===== src/rtl/fetch_sequencer.sv =====
// Phase sequencer and instruction-fetch master: IDLE -> FETCH -> READ -> EXEC -> WRITE, with HALT.
// Define FETCH_TIMEOUT_EN to add a fetch wait-cycle limit that raises a sticky fetch_err and halts.
module fetch_sequencer #(
  parameter int unsigned TIMEOUT = 255
) (
  input  logic        clk,
  input  logic        n_rst,
  input  logic        hlt,
  input  logic [31:0] pc,
  output logic        imem_req,
  output logic [31:0] imem_addr,
  input  logic        imem_ack,
  input  logic [31:0] imem_rdata,
  output logic [31:0] ir,
  output logic        phase_f,
  output logic        phase_r,
  output logic        phase_x,
  output logic        phase_w,
  output logic        halted,
  output logic        fetch_err,
  output logic [2:0]  state_dbg
);

  // Memory handshake: imem_req/imem_addr are held while in FETCH; a cycle with
  // imem_req=1 and imem_ack=1 transfers imem_rdata into ir and ends the fetch.

  typedef enum logic [2:0] {
    S_IDLE  = 3'd0,
    S_FETCH = 3'd1,
    S_READ  = 3'd2,
    S_EXEC  = 3'd3,
    S_WRITE = 3'd4,
    S_HALT  = 3'd5
  } state_t;

  localparam logic [31:0] ALIGN_MASK = 32'hFFFF_FFFC;

  state_t      state;
  logic [31:0] fetch_addr;

`ifdef FETCH_TIMEOUT_EN
  // Counter holds the number of ack-less FETCH cycles already completed, so the
  // cycle that would make it reach TIMEOUT is the one that trips the error.
  localparam logic [7:0] LIMIT_M1 = 8'(TIMEOUT - 1);
  logic [7:0] wait_cnt;
  logic       err_q;
`endif

  always_ff @(posedge clk) begin
    if (!n_rst) begin
      state      <= S_IDLE;
      fetch_addr <= 32'd0;
      ir         <= 32'd0;
`ifdef FETCH_TIMEOUT_EN
      wait_cnt   <= 8'd0;
      err_q      <= 1'b0;
`endif
    end else begin
      case (state)
        S_IDLE: begin
          fetch_addr <= pc & ALIGN_MASK;
          state      <= S_FETCH;
`ifdef FETCH_TIMEOUT_EN
          wait_cnt   <= 8'd0;
`endif
        end
        S_FETCH: begin
          if (imem_ack) begin
            ir    <= imem_rdata;
            state <= S_READ;
          end
`ifdef FETCH_TIMEOUT_EN
          else if (wait_cnt == LIMIT_M1) begin
            err_q <= 1'b1;
            state <= S_HALT;
          end else begin
            wait_cnt <= wait_cnt + 8'd1;
          end
`endif
        end
        S_READ:  state <= S_EXEC;
        S_EXEC:  state <= S_WRITE;
        S_WRITE: begin
          if (hlt) begin
            state <= S_HALT;
          end else begin
            fetch_addr <= pc & ALIGN_MASK;
            state      <= S_FETCH;
`ifdef FETCH_TIMEOUT_EN
            wait_cnt   <= 8'd0;
`endif
          end
        end
        default: state <= S_HALT;
      endcase
    end
  end

  assign imem_req  = (state == S_FETCH);
  assign imem_addr = fetch_addr;
  assign phase_f   = (state == S_FETCH) && imem_ack;
  assign phase_r   = (state == S_READ);
  assign phase_x   = (state == S_EXEC);
  assign phase_w   = (state == S_WRITE);
  assign halted    = (state == S_HALT);
  assign state_dbg = state;

`ifdef FETCH_TIMEOUT_EN
  assign fetch_err = err_q;
`else
  assign fetch_err = 1'b0;
`endif

endmodule


===== config.mk =====
export PLATFORM = sky130hd
export DESIGN_NAME = fetch_sequencer
export DESIGN_NICKNAME = d
export VERILOG_FILES = /design/src/rtl/fetch_sequencer.sv
export SDC_FILE = /design/constraint.sdc
export NUM_CORES = 1
export LEC_CHECK = 0
export ABC_AREA = 0
export CORE_MARGIN = 2
export CORE_UTILIZATION = 39
export DETAILED_ROUTE_END_ITERATION = 12
export MAX_ROUTING_LAYER = met4
export PLACE_DENSITY = 0.8
export RECOVER_POWER = 25
export SLEW_MARGIN = 20
export SYNTH_ARGS = -nofsm -noshare
export SYNTH_HDL_FRONTEND = slang
export SYNTH_SLANG_ARGS = --single-unit

===== constraint.sdc =====
create_clock -name clk -period 1.6 [get_ports clk]
set_input_delay 0.32 -clock clk [delete_from_list [all_inputs] [get_ports clk]]
set_output_delay 0.32 -clock clk [all_outputs]
set_load 0.005 [all_outputs]

==> run summary <==
Antenna viol nets, final: 0
Final hold violations: 0
Maximum vdd ir drop: 0.461 mV
# diodes: 0
Core Region: 6720 um2
First-pass GRT wire length: 10.5 mm
Commonest non-fill, non-tap cell in the layout: clkdlybuf4s50_1
Top Ports: 142
DRT Wirelength: 6.58 mm
Site Rows: 30
Overall Global Routing Usage: 18.3%
# port buffers: 136
Hold Path Cell Cnt: 3
Final setup fails: 0
Required @ worst endpoint: 1.28 ns
Status: complete, no violations
Starting Density: 40.0%
Flops & latches, synth: 65
RSZ-0062 raised after global routing: true
Clk sink count: 65
Avg Cell Area, Syn: 9.18 um2
Clock Path Buffers: 2
Synth area leader: dfxtp_1
Area grow syn2layout: 59.4%
Minimum clock period: 1.57 ns
Die area: 7570 um2
Total of max-cap violations: 0
CP Capture Type: output port
Initial antenna violation count: 0
Worst reg2reg path endpoint: ir[10]$_SDFFE_PN0P_
Avg WL per Cell: 13.0 um
Initial DRC count: 77
Clock Skew: 0.00557 ns
CP peak stage delay: 0.52 ns
Buf/Inv on CP: 1
Sequential-to-total area share from yosys stat: 48.4%
Fin util: 63.8%
CTS root buf: clkbuf_8
Yosys warning count: 0
Worst setup margin: 0.0290 ns
Crit-path leading delay family: buffers and inverters
H-tree Lvls: 3
Finished Layout Cells: 508
Reg-to-reg slack, setup: 0.18 ns
Post-Syn Area: 2690 um2
Largest cells by area after synthesis: dfxtp_1, mux2i_1, nand2_1
CTS tree: yes
Start of the worst register-to-register path: state_dbg[1]$_SDFFE_PN0P_
Yosys cell types: 20
WHS: 0.350 ns
Synthesized netlist cell count: 293
Worst slack at placement: -0.417 ns
Vias in the first global route: 2374
Worst Reg2Reg Path Length in Cells: 4
Most frequent cells in the layout: clkdlybuf4s50_1, nand2_1, mux2i_1, dfxtp_1, clkbuf_8
Crit path DAT: 1.25 ns
Worst path cell trace: clkdlybuf4s50_1
Tcrit/Tclk final: 98.2%
Synth top area share: 48.4%
Peak fanout along the critical path: 7
Share of layout cells above drive strength 1: 8.64%
WP depth: 1
Hold EP: state_dbg[0]$_SDFFE_PN0P_
PwrDens: 883 nW/um2
Die X: 87.0 um
Critical Path Slowest Stage Cell: clkdlybuf4s50_1
Total Negative Setup Slacks: 0 ns
Remaining DRCs: 0
Worst skew pair latency: 0.33 ns
Largest net degree at the start of global routing: 73
Pre-Repair DR Iteration Count: 4
Die Span Y: 87.0 um
Beginning of the worst hold path: imem_ack
Slew Limit Fails: 0
Critical Path Start Type: flop
# hold bufs at CTS: 0
Vias post-DR: 2378
Drt via density: 4.68
Reg clk slew, reported paths: 0.06 ns
Detailed placement HPWL: 4.64 mm
CTS Buf Count: 9
Gr ovfl total: 0
CP Class: flop to output port
Fmax: 0.637 GHz
Tightest Hold Check Type: input port to flop
Leak Pwr: 1.78 nW
Placer congestion estimate: 0.736
Placed Instances: 494
Fin nets: 494
-- worst max path at each step --
stage	from	to	slack, ns
after global placement	imem_ack	phase_f	-0.42
after global routing	state_dbg[0]$_SDFFE_PN0P_	state_dbg[0]	-0.01
final	state_dbg[0]$_SDFFE_PN0P_	state_dbg[0]	0.03
after detailed placement	imem_ack	phase_f	-0.42
after floorplan	state_dbg[1]$_SDFFE_PN0P_	phase_f	0.24
after CTS	state_dbg[1]$_SDFFE_PN0P_	phase_f	-0.17
-- metrics by stage --
step	area [um2]	power (mW)
global route	4290	3.98
finish	4290	3.78
floorplan	2700	2.16
detailed placement	4080	2.60
global placement	4080	2.58
CTS	4280	3.84
-- final cells by class --
| cell class | count | area, um2 |
|---|---|---|
| Clock buffer | 13 | 169 |
| Fill cell | 552 | 2430 |
| Inverter | 1 | 3.75 |
| Multi-Input combinational cell | 203 | 1230 |
| Sequential cell | 65 | 1310 |
| Tap cell | 80 | 100 |
| Timing Repair Buffer | 146 | 1470 |
-- power by group --
| group | internal, mW | total [mW] | switching [mW] |
|---|---|---|---|
| clock network | 0.665 | 1.22 | 0.558 |
| logic | 0.486 | 0.766 | 0.279 |
| registers | 1.73 | 1.80 | 0.0648 |
| total | 2.88 | 3.78 | 0.902 |
-- cells in the mapped netlist --
master,instances
a211oi_2,1
buf_2,2
buf_6,1
conb_1,1
o31ai_1,1
nor4bb_4,1
o21a_1,2
dfxtp_1,65
buf_12,3
nor3b_1,2
nand2_1,124
clkbuf_1,10
nand2b_1,1
and3_1,1
mux2i_1,62
a21oi_1,1
buf_4,8
inv_1,1
buf_1,2
nor2_1,4
-- cells by family after synthesis --
family / Yosys count / synth area share [%]
other cells: 1 / 0.139
mux: 62 / 23.1
buf+inv: 27 / 7.07
simple gates: 133 / 19.8
compound gates: 5 / 1.49
flops: 65 / 48.4
-- flip-flops by register name (all words and copies together), names as in the netlist --
name       flops
state_dbg      3
ir            32
imem_addr     30
-- metal layers --
layer	global-route usage, %	routed length [um]	share of wire [%]
met2	29.4	3200	49
met5	-	0	0
met1	20.7	2710	41
met3	5.40	500	7.6
met4	9.23	170	2.6
-- timing repair --
item	in CTS	in global routing
hold endpoints to repair	0	0
setup endpoints to repair	16	39
gates resized for setup	29	5
pin swaps	3	1
buffers inserted	2	1
(Power assumes the default switching activity.)
